### src/rtl/ps2_pkg.sv
// Shared types and constants for the PS/2 scan receiver.
package ps2_pkg;

  localparam logic [7:0] PS2_EXT     = 8'hE0;
  localparam logic [7:0] PS2_REL     = 8'hF0;
  localparam logic [7:0] PS2_BAT_OK  = 8'hAA;
  localparam logic [7:0] PS2_BAT_ERR = 8'hFC;

  typedef struct packed {
    logic       ext;
    logic       rel;
    logic [7:0] code;
  } scan_event_t;

  typedef enum logic [1:0] {StIdle, StExt, StRel, StExtRel} prefix_state_e;

endpackage

### src/rtl/ps2_event_fifo.sv
// First-word-fall-through event FIFO; head reads as zero while empty.
module ps2_event_fifo
  import ps2_pkg::*;
#(
  parameter int unsigned DEPTH = 8
) (
  input  logic        clk_i,
  input  logic        rst_i,
  input  logic        push_i,
  input  scan_event_t push_data_i,
  output logic        full_o,
  output logic        valid_o,
  input  logic        ready_i,
  output scan_event_t head_o
);

  localparam int unsigned PtrW = (DEPTH > 1) ? $clog2(DEPTH) : 1;

  logic [PtrW-1:0] wr_q, wr_d, rd_q, rd_d;
  logic [PtrW:0]   cnt_q, cnt_d;
  scan_event_t     mem_q [DEPTH];
  scan_event_t     mem_d [DEPTH];
  logic            pop, do_push;

  // Pointer, count and storage next-state; a push into a full FIFO is taken only with a pop.
  always_comb begin
    valid_o = (cnt_q != '0);
    full_o  = (cnt_q == (PtrW + 1)'(DEPTH));
    pop     = valid_o && ready_i;
    do_push = push_i && (!full_o || pop);
    head_o  = valid_o ? mem_q[rd_q] : '0;
    mem_d   = mem_q;
    wr_d    = wr_q;
    rd_d    = rd_q;
    cnt_d   = cnt_q;
    if (do_push) begin
      mem_d[wr_q] = push_data_i;
      wr_d        = wr_q + PtrW'(1);
    end
    if (pop) begin
      rd_d = rd_q + PtrW'(1);
    end
    if (do_push && !pop) begin
      cnt_d = cnt_q + (PtrW + 1)'(1);
    end else if (!do_push && pop) begin
      cnt_d = cnt_q - (PtrW + 1)'(1);
    end
  end

  // FIFO state registers.
  always_ff @(posedge clk_i) begin
    if (rst_i) begin
      wr_q  <= '0;
      rd_q  <= '0;
      cnt_q <= '0;
      for (int i = 0; i < int'(DEPTH); i++) mem_q[i] <= '0;
    end else begin
      wr_q  <= wr_d;
      rd_q  <= rd_d;
      cnt_q <= cnt_d;
      mem_q <= mem_d;
    end
  end

endmodule

### src/rtl/ps2_scan_receiver.sv
// PS/2 keyboard receiver: oversampled framing, prefix folding and event buffering.
module ps2_scan_receiver
  import ps2_pkg::*;
#(
  parameter int unsigned CLK_DIV       = 250,
  parameter int unsigned TIMEOUT_TICKS = 4000,
  parameter int unsigned FIFO_DEPTH    = 8,
  parameter int unsigned ERR_W         = 8
) (
  input  logic             CLK,
  input  logic             RST,
  input  logic             PS2_CLK,
  input  logic             PS2_DATA,
  output logic             EV_VALID,
  input  logic             EV_READY,
  output logic [7:0]       EV_CODE,
  output logic             EV_EXT,
  output logic             EV_REL,
  output logic [7:0]       LAST_BYTE,
  output logic             FRAME_ERR,
  output logic             OVERFLOW,
  output logic [ERR_W-1:0] ERR_COUNT
);

  localparam int unsigned DivW = (CLK_DIV > 1) ? $clog2(CLK_DIV) : 1;
  localparam int unsigned ToW  = $clog2(TIMEOUT_TICKS + 1);

  logic             clk_meta_q, clk_sync_q, dat_meta_q, dat_sync_q;
  logic             prev_clk_q, prev_clk_d;
  logic [DivW-1:0]  div_q, div_d;
  logic [10:0]      shift_q, shift_d;
  logic [3:0]       bit_cnt_q, bit_cnt_d;
  logic [ToW-1:0]   to_q, to_d;
  prefix_state_e    st_q, st_d;
  logic [7:0]       last_byte_q, last_byte_d;
  logic             frame_err_q, frame_err_d;
  logic             overflow_q, overflow_d;
  logic [ERR_W-1:0] err_cnt_q, err_cnt_d;

  logic        tick, fall, frame_good;
  logic [7:0]  frame_byte;
  logic        emit, fifo_full, fifo_valid;
  scan_event_t ev, head;

  // Frame assembly: tick divider, falling-edge sampling, frame check and timeout.
  always_comb begin
    tick        = (div_q == DivW'(CLK_DIV - 1));
    div_d       = tick ? '0 : div_q + DivW'(1);
    prev_clk_d  = tick ? clk_sync_q : prev_clk_q;
    fall        = tick && prev_clk_q && !clk_sync_q;
    frame_byte  = shift_q[8:1];
    shift_d     = shift_q;
    bit_cnt_d   = bit_cnt_q;
    to_d        = to_q;
    last_byte_d = last_byte_q;
    frame_good  = 1'b0;
    frame_err_d = 1'b0;
    if (bit_cnt_q == 4'd11) begin
      bit_cnt_d = '0;
      to_d      = '0;
      // Start low, stop high, odd parity over data plus parity bit.
      if (!shift_q[0] && shift_q[10] && (^shift_q[9:1])) begin
        frame_good  = 1'b1;
        last_byte_d = frame_byte;
      end else begin
        frame_err_d = 1'b1;
      end
    end else if (fall) begin
      shift_d   = {dat_sync_q, shift_q[10:1]};
      bit_cnt_d = bit_cnt_q + 4'd1;
      to_d      = '0;
    end else if (tick && (bit_cnt_q != '0)) begin
      if (to_q == ToW'(TIMEOUT_TICKS - 1)) begin
        bit_cnt_d   = '0;
        to_d        = '0;
        frame_err_d = 1'b1;
      end else begin
        to_d = to_q + ToW'(1);
      end
    end
  end

  // Prefix folding: E0/F0 accumulate, any other byte emits an event and returns to idle.
  always_comb begin
    st_d    = st_q;
    emit    = 1'b0;
    ev      = '0;
    ev.code = frame_byte;
    if (frame_err_d) begin
      st_d = StIdle;
    end else if (frame_good) begin
      unique case (st_q)
        StIdle: begin
          if (frame_byte == PS2_EXT)      st_d = StExt;
          else if (frame_byte == PS2_REL) st_d = StRel;
          else                            emit = 1'b1;
        end
        StExt: begin
          if (frame_byte == PS2_REL)      st_d = StExtRel;
          else if (frame_byte != PS2_EXT) begin
            emit   = 1'b1;
            ev.ext = 1'b1;
            st_d   = StIdle;
          end
        end
        StRel: begin
          if (frame_byte == PS2_EXT)      st_d = StExtRel;
          else if (frame_byte != PS2_REL) begin
            emit   = 1'b1;
            ev.rel = 1'b1;
            st_d   = StIdle;
          end
        end
        StExtRel: begin
          if ((frame_byte != PS2_EXT) && (frame_byte != PS2_REL)) begin
            emit   = 1'b1;
            ev.ext = 1'b1;
            ev.rel = 1'b1;
            st_d   = StIdle;
          end
        end
        default: st_d = StIdle;
      endcase
    end
  end

  // Overflow detection and saturating error count.
  always_comb begin
    overflow_d = emit && fifo_full && !(fifo_valid && EV_READY);
    err_cnt_d  = err_cnt_q;
    if ((frame_err_d || overflow_d) && (err_cnt_q != '1)) begin
      err_cnt_d = err_cnt_q + ERR_W'(1);
    end
  end

  // State registers, including the PS/2 line synchronisers (idle-high reset values).
  always_ff @(posedge CLK) begin
    if (RST) begin
      clk_meta_q  <= 1'b1;
      clk_sync_q  <= 1'b1;
      dat_meta_q  <= 1'b1;
      dat_sync_q  <= 1'b1;
      prev_clk_q  <= 1'b1;
      div_q       <= '0;
      shift_q     <= '0;
      bit_cnt_q   <= '0;
      to_q        <= '0;
      st_q        <= StIdle;
      last_byte_q <= '0;
      frame_err_q <= 1'b0;
      overflow_q  <= 1'b0;
      err_cnt_q   <= '0;
    end else begin
      clk_meta_q  <= PS2_CLK;
      clk_sync_q  <= clk_meta_q;
      dat_meta_q  <= PS2_DATA;
      dat_sync_q  <= dat_meta_q;
      prev_clk_q  <= prev_clk_d;
      div_q       <= div_d;
      shift_q     <= shift_d;
      bit_cnt_q   <= bit_cnt_d;
      to_q        <= to_d;
      st_q        <= st_d;
      last_byte_q <= last_byte_d;
      frame_err_q <= frame_err_d;
      overflow_q  <= overflow_d;
      err_cnt_q   <= err_cnt_d;
    end
  end

  ps2_event_fifo #(
    .DEPTH (FIFO_DEPTH)
  ) u_fifo (
    .clk_i       (CLK),
    .rst_i       (RST),
    .push_i      (emit),
    .push_data_i (ev),
    .full_o      (fifo_full),
    .valid_o     (fifo_valid),
    .ready_i     (EV_READY),
    .head_o      (head)
  );

  assign EV_VALID  = fifo_valid;
  assign EV_CODE   = head.code;
  assign EV_EXT    = head.ext;
  assign EV_REL    = head.rel;
  assign LAST_BYTE = last_byte_q;
  assign FRAME_ERR = frame_err_q;
  assign OVERFLOW  = overflow_q;
  assign ERR_COUNT = err_cnt_q;

endmodule

### config.mk
export PLATFORM = sky130hd
export DESIGN_NAME = ps2_scan_receiver
export DESIGN_NICKNAME = d
export VERILOG_FILES = /design/src/rtl/ps2_pkg.sv /design/src/rtl/ps2_event_fifo.sv /design/src/rtl/ps2_scan_receiver.sv
export SDC_FILE = /design/constraint.sdc
export NUM_CORES = 1
export LEC_CHECK = 0
export BUFFER_PORTS_ARGS = -buffer_cell sky130_fd_sc_hd__buf_2
export CORE_MARGIN = 2
export CORE_UTILIZATION = 41
export CTS_CLUSTER_DIAMETER = 100
export DETAILED_ROUTE_END_ITERATION = 7
export PLACE_DENSITY_LB_ADDON = 0.1
export SLEW_MARGIN = 20
export SYNTH_ARGS = -nofsm -noshare
export SYNTH_HDL_FRONTEND = slang
export SYNTH_HIERARCHICAL = 1
export SYNTH_SLANG_ARGS = --single-unit
### constraint.sdc
create_clock -name CLK -period 3.6 [get_ports CLK]
set_clock_uncertainty 0.2 [all_clocks]
set_input_delay 0.18 -clock CLK [delete_from_list [all_inputs] [get_ports CLK]]
set_output_delay 0.18 -clock CLK [all_outputs]
set_load 0.02 [all_outputs]
Word level (Yosys, flattened, before mapping)

Index checks and enable logic that the tools add are counted.

$add $sub $neg: 8
Reductions and logical operators: 36
Mux-type cells: 43
Bitwise logic cells: 3
Equal/unequal tests: 16
Order comparisons: 3

Operators with widths:

| cell                    | count |
|---|---|
| $bwmux W80              | 1 |
| $mux W10                | 4 |
| $bmux W10 S3            | 1 |
| $demux W10 S3           | 1 |
| $eq A8 B8 Y1 const B    | 3 |
| $ne A8 B8 Y1 const B    | 3 |
| $mux W2                 | 10 |
| $mux W4                 | 5 |
| $add A8 B1 Y8 const B   | 2 |
| $mux W1                 | 16 |
| $logic_and A1 B1 Y1     | 14 |
| $add A12 B1 Y12 const B | 1 |
| $eq A12 B12 Y1 const B  | 1 |
| $mux W12                | 1 |
| $ne A3 B3 Y1 const B    | 3 |
| $reduce_xor A9 Y1       | 1 |
| $add A4 B1 Y4 const B   | 2 |
| $eq A4 B4 Y1 const B    | 2 |
| $ge A4 B4 Y1 const B    | 2 |
| $not A3 Y4              | 2 |
| $pmux W2 S4             | 1 |
| $reduce_bool A4 Y1      | 2 |
| $add A3 B1 Y3 const B   | 2 |
| $reduce_and A2 Y1       | 3 |
| other kinds (15)        | 26 |

Logic and storage cells: 150
Input port bits: 5
Flip-flop bits (word level): 150

Longest topological paths before layout

Word-level depth: 12
Depth in mapped cells: 14
Gate-level depth less buffers: 14

Hierarchy

The synthesis kept the hierarchy.

By module, submodules not included:

| module            | area an instance (µm²) | sequential area each (µm²) | cells an instance | instances |
|---|---|---|---|---|
| ps2_event_fifo    | 4,177.8                | 1,801.7                    | 390               | 1 |
| ps2_scan_receiver | 2,776.4                | 1,201.2                    | 301               | 1 |

Least setup slack after synthesis

Ideal clock, no wire load.

Path type: register -> register
From: reg shift_q[1]
To: reg u_fifo.cnt_q[3]
Path slack: -0.133 ns
Required time: 3.279 ns
Setup time: 0.121 ns
Path buffers: 0
Data arrival time: 3.412 ns
Stages on the path, launching flop included: 15
Path through: dfxtp_1 inv_1 ha_1 xnor3_1 xnor2_1 nor3b_1 o21ai_2 inv_1 ha_1 inv_1 ha_1 a21oi_1 a211oi_1 a31oi_1 mux2_2

Cells in the longest elaborated chain, start to end: 10
Elaborated cells on any way between the ends: 27
Classes of those cells: eq/ne: 4; mux: 15; reduce/logical: 8

RTL lines:

| item                                          | RTL line                                           | source |
|---|---|---|
| from (decl)                                   | ps2_scan_receiver.sv:31                            | `logic [10:0] shift_q, shift_d;` |
| from (signal assigned)                        | ps2_scan_receiver.sv:160                           | `shift_q <= shift_d;` |
| $ne A8 B8 Y1 (tied with other cells)          | ps2_scan_receiver.sv:108, ps2_scan_receiver.sv:115 |  |
| $mux W1 (tied with other cells)               | ps2_scan_receiver.sv:108                           | `else if (frame_byte != PS2_REL) begin` |
| $mux W1, on equally long branches             | n/a                                                |  |
| $pmux W1 S4 / $mux W1 (equally long branches) | ps2_scan_receiver.sv:92, ps2_scan_receiver.sv:58   |  |
| $mux W1                                       | ps2_scan_receiver.sv:91                            | `end else if (frame_good) begin` |
| $mux W1 (*)                                   | ps2_scan_receiver.sv:89                            | `if (frame_err_d) begin` |
| named net emit                                | ps2_scan_receiver.sv:42                            | `logic emit, fifo_full, fifo_valid;` |
| $logic_and A1 B1 Y1 (*)                       | ps2_event_fifo.sv:30                               | `do_push = push_i && (!full_o \|\| pop);` |
| named net u_fifo.do_push                      | ps2_event_fifo.sv:23                               | `logic pop, do_push;` |
| $logic_not A1 Y1                              | ps2_event_fifo.sv:45                               | `end else if (!do_push && pop) begin` |
| $logic_and A1 B1 Y1                           | ps2_event_fifo.sv:45                               |  |
| $reduce_bool A2 Y1 (no source line)           | n/a                                                |  |
| to (signal assigned)                          | ps2_event_fifo.sv:60                               | `cnt_q <= cnt_d;` |
| to (decl)                                     | ps2_event_fifo.sv:20                               | `logic [PtrW:0] cnt_q, cnt_d;` |

The timed path passes the listed nets; every way through them passes the cells marked *.
A chain may end at the register's enable or synchronous reset.

Worst setup path in the final report

Ends and elaborated chain as after synthesis.

==> key figures <==
Outcome
  – Status: complete, no violations

Drt
  – Count of TritonRoute iterations in the first routing pass: 4
  – Via-per-instance ratio: roughly 5.2
  – Number of routed nets with antenna violations: 0
  – Residual DRC: 0
  – Iter 0 DRT Violations: approximately 290
  – Detail-routed net length per standard cell: 15.8 um
  – Routed Wire Length: 15000 um
  – Detailed-route via count: 4915

Critical path
  – Endpoint of the worst setup timing path: u_fifo/cnt_q[3]
  – Critical path launch point type: flop
  – Launching element of the worst setup path: shift_q[1]
  – Worst R2R Path Depth: 14
  – Worst Path Arrival: approximately 3400 ps
  – Crit. End Element: flop
  – Reg-to-Reg End: u_fifo/cnt_q[3]
  – R2R Path Start: shift_q[1]
  – Category of the most critical setup path: flop to flop
  – Crit path max fanout: 4
  – Internal reg-to-reg setup slack: about 320 ps
  – Crit path required time: 3710 ps

Timing
  – Final setup vio count: 0
  – Worst relative slew slack: 0.317
  – Final hold slack: 213 ps
  – Slew Viols, Final: 0
  – Final Hold Violating Endpoints: 0
  – Timing-limited maximum frequency: between 300 and 400 MHz
  – Final worst path period share: 0.910
  – Final Worst Setup Slack: about 320 ps
  – Setup repair after global routing missed its margin: false
  – Summed negative setup slack over all endpoints: 0 ps
  – Slew at the pin closest to its max-slew limit: 1020 ps
  – Clock period minus final worst setup slack: 3280 ps

Finish
  – Final design instance area without fill: slightly below 8000 sq um
  – Share of cells above drive strength 1: 0.189
  – Final core area utilization: 0.479
  – Final-stage net count: 741
  – Number of fillers in the final layout: about 1600
  – Post-route non-filler standard cell count: 952
  – Ant. Diodes: 0
  – Synth-to-layout area growth: 14.3%

Placement
  – Placement Setup Slack: 312 ps
  – Routability congestion estimate from global placement: 0.741
  – Placement-stage cell area: 7300 sq um
  – Number of instances in the placed design: 916
  – Port Buffer Count: 33
  – Detailed-placement wirelength estimate: 9770 um

Die
  – Floorplan die height: between 100 and 150 um
  – Ports: 34
  – Core ar.: 16600 sq um
  – DIE WIDTH: 134 um
  – Starting density of the core: 0.419
  – Row cnt: 47
  – Overall die area: 18000 sq um

CTS
  – Sinks on the clock net: 150
  – Clock-pin slew reported for the worst setup and hold paths after clock tree synthesis: 60 ps
  – CTS tree: built
  – Clock insertion delay at the later pin of the skew report: 420 ps
  – Cell at the root of the clock tree: clkbuf_16
  – CTS H-tree lvls: 4
  – Clock buffers created by TritonCTS: 17
  – Max Root-Sink Buffers: 2
  – Count of buffers added by post-CTS timing repair for setup: 0

Yosys
  – Mapped Cells: 691
  – Yosys warns: 6
  – Synth top area cells: dfxtp_1, mux2i_1, nor2_1, mux4_2, ha_1
  – Area share of the leading cell type in the synthesized netlist: 0.432
  – Syn nets: 713
  – Share of flip-flops with an asynchronous set or reset after synthesis: 0
  – Sequential area share after synthesis: 0.432
  – Predominant post-synthesis flop cell: dfxtp_1
  – Flops & latches, synth: 150
  – Post-synth design cell area: 6950 sq um
  – Number of enable-type register cells in the synthesized netlist: 0
  – Syn_area_per_cell: 10.1 sq um
  – Post-synthesis cell type count: 57
  – Biggest area consumer among synthesized cells: dfxtp_1

Global route
  – Vias in the first global route: between 4000 and 5000
  – Global-route usage over all layers: 0.176
  – Antenna violations before repair: 0
  – GRT overflow: 0
  – First-pass GRT wire length: 24800 um
  – Largest net degree at the start of global routing: 70

Run
  – Max_cap viols: 0

Power
  – PD cells: roughly 520 nW/um^2
  – Leakage power: ~3.5 nW
  – Overall power consumption: between 4 and 5 mW
  – Worst IR Drop VDD: between 0.4 and 0.5 mV

Min path
  – Type of the most critical hold path: flop to flop
-- cells in the mapped netlist, types with 3 or more instances --
| cell | count |
|---|---|
| nor2b_1 | 6 |
| o21ai_2 | 8 |
| and4b_1 | 4 |
| nand2b_1 | 4 |
| ha_1 | 16 |
| nand3_1 | 12 |
| nand4_1 | 7 |
| nor4bb_1 | 5 |
| o21ai_0 | 5 |
| nand2_1 | 29 |
| mux2_2 | 5 |
| or2_2 | 8 |
| and3_1 | 3 |
| nor4_1 | 6 |
| clkbuf_1 | 22 |
| buf_6 | 9 |
| and4_1 | 3 |
| mux2i_1 | 106 |
| inv_1 | 17 |
| dfxtp_1 | 150 |
| nand3b_1 | 4 |
| nor2_1 | 143 |
| o21bai_1 | 4 |
| xor2_1 | 11 |
| a21oi_1 | 17 |
| mux4_2 | 20 |
| nor3_1 | 5 |
| buf_2 | 14 |
| xnor2_1 | 13 |
-- flip-flops by register name (all words and copies together) (netlist names), 2 cells and up --
register	cells
ERR_COUNT	8
LAST_BYTE	8
bit_cnt_q	4
div_q	8
shift_q	11
st_q	2
to_q	12
u_fifo/cnt_q	4
u_fifo/mem_q	80
u_fifo/rd_q	3
u_fifo/wr_q	3
-- repair_timing --
item                                    4_1_cts  5_1_grt
gates resized for setup                       0        1
endpoints found under the setup margin        0        1
hold buffers                                  4        0
endpoints found under the hold margin         6        0
-- cells by family after synthesis --
family	Yosys count	share of synthesized area
AND/OR/NAND/NOR	254	0.179
flip-flops	150	0.432
multiplexers	131	0.225
buffers and inverters	65	0.0479
AO/OA/AOI/OAI	49	0.0504
XOR/XNOR	25	0.0335
adder cells (fa/ha/maj)	17	0.0317
-- worst min path at each step --
| stage | slack, ps | end | cells past startpoint | start |
|---|---|---|---|---|
| 6_report | 210 | clk_sync_q | 1 | clk_meta_q |
| 5_1_grt | 230 | clk_sync_q | 1 | clk_meta_q |
| 4_1_cts | 220 | clk_sync_q | 1 | clk_meta_q |
| 3_5_place_dp | 170 | clk_meta_q | 2 | PS2_CLK |
| 3_3_place_gp | 170 | clk_meta_q | 2 | PS2_CLK |
| 2_1_floorplan | 80 | clk_meta_q | 1 | PS2_CLK |
-- worst max-delay path: stages, from the launching register on --
cell	delay, ps
dfxtp_1	330
inv_1	50
ha_1	300
xnor3_1	340
xnor2_1	160
nor3b_2	250
o21ai_2	120
inv_1	70
ha_1	150
inv_1	90
ha_1	340
a21oi_2	160
a211oi_1	90
a31oi_1	160
mux2_2	340
-- metal layers --
metal | wire (um) | track usage | up-vias | part of all wire
met5 | 0 | 0 | - | 0
met4 | 236 | 0.0626 | 0 | 0.016
met3 | 450 | 0.0344 | 17 | 0.030
li1 | - | - | 2451 | -
met1 | 7040 | 0.227 | 2385 | 0.47
met2 | 7320 | 0.295 | 62 | 0.49
-- cells in the final DEF, fill, tap and decap left out, types with 16 or more instances in the layout --
cell type    n
nor2_1     143
dfxtp_1    150
buf_2       32
nand2_1     29
ha_1        16
mux4_2      20
a21oi_1     16
inv_1       17
clkbuf_16   17
buf_4       21
mux2i_1    106
-- power breakdown --
| group | switching, mW | internal, mW |
|---|---|---|
| sequential | 0.0536 | 1.70 |
| combinational | 0.344 | 0.212 |
| clock | 0.697 | 1.12 |
-- area by class of cell --
class / instances / area (sq um) / area share
clock inverters: 13 / 155 / 0.0195
inverters: 17 / 63.8 / 0.00803
well taps: 220 / 275 / 0.0346
repair buffers: 57 / 358 / 0.0450
multi-input cells: 476 / 3640 / 0.458
flip-flops and latches: 150 / 3000 / 0.378
clock buffers: 19 / 453 / 0.0570
Power figures use the tool's default switching activity.
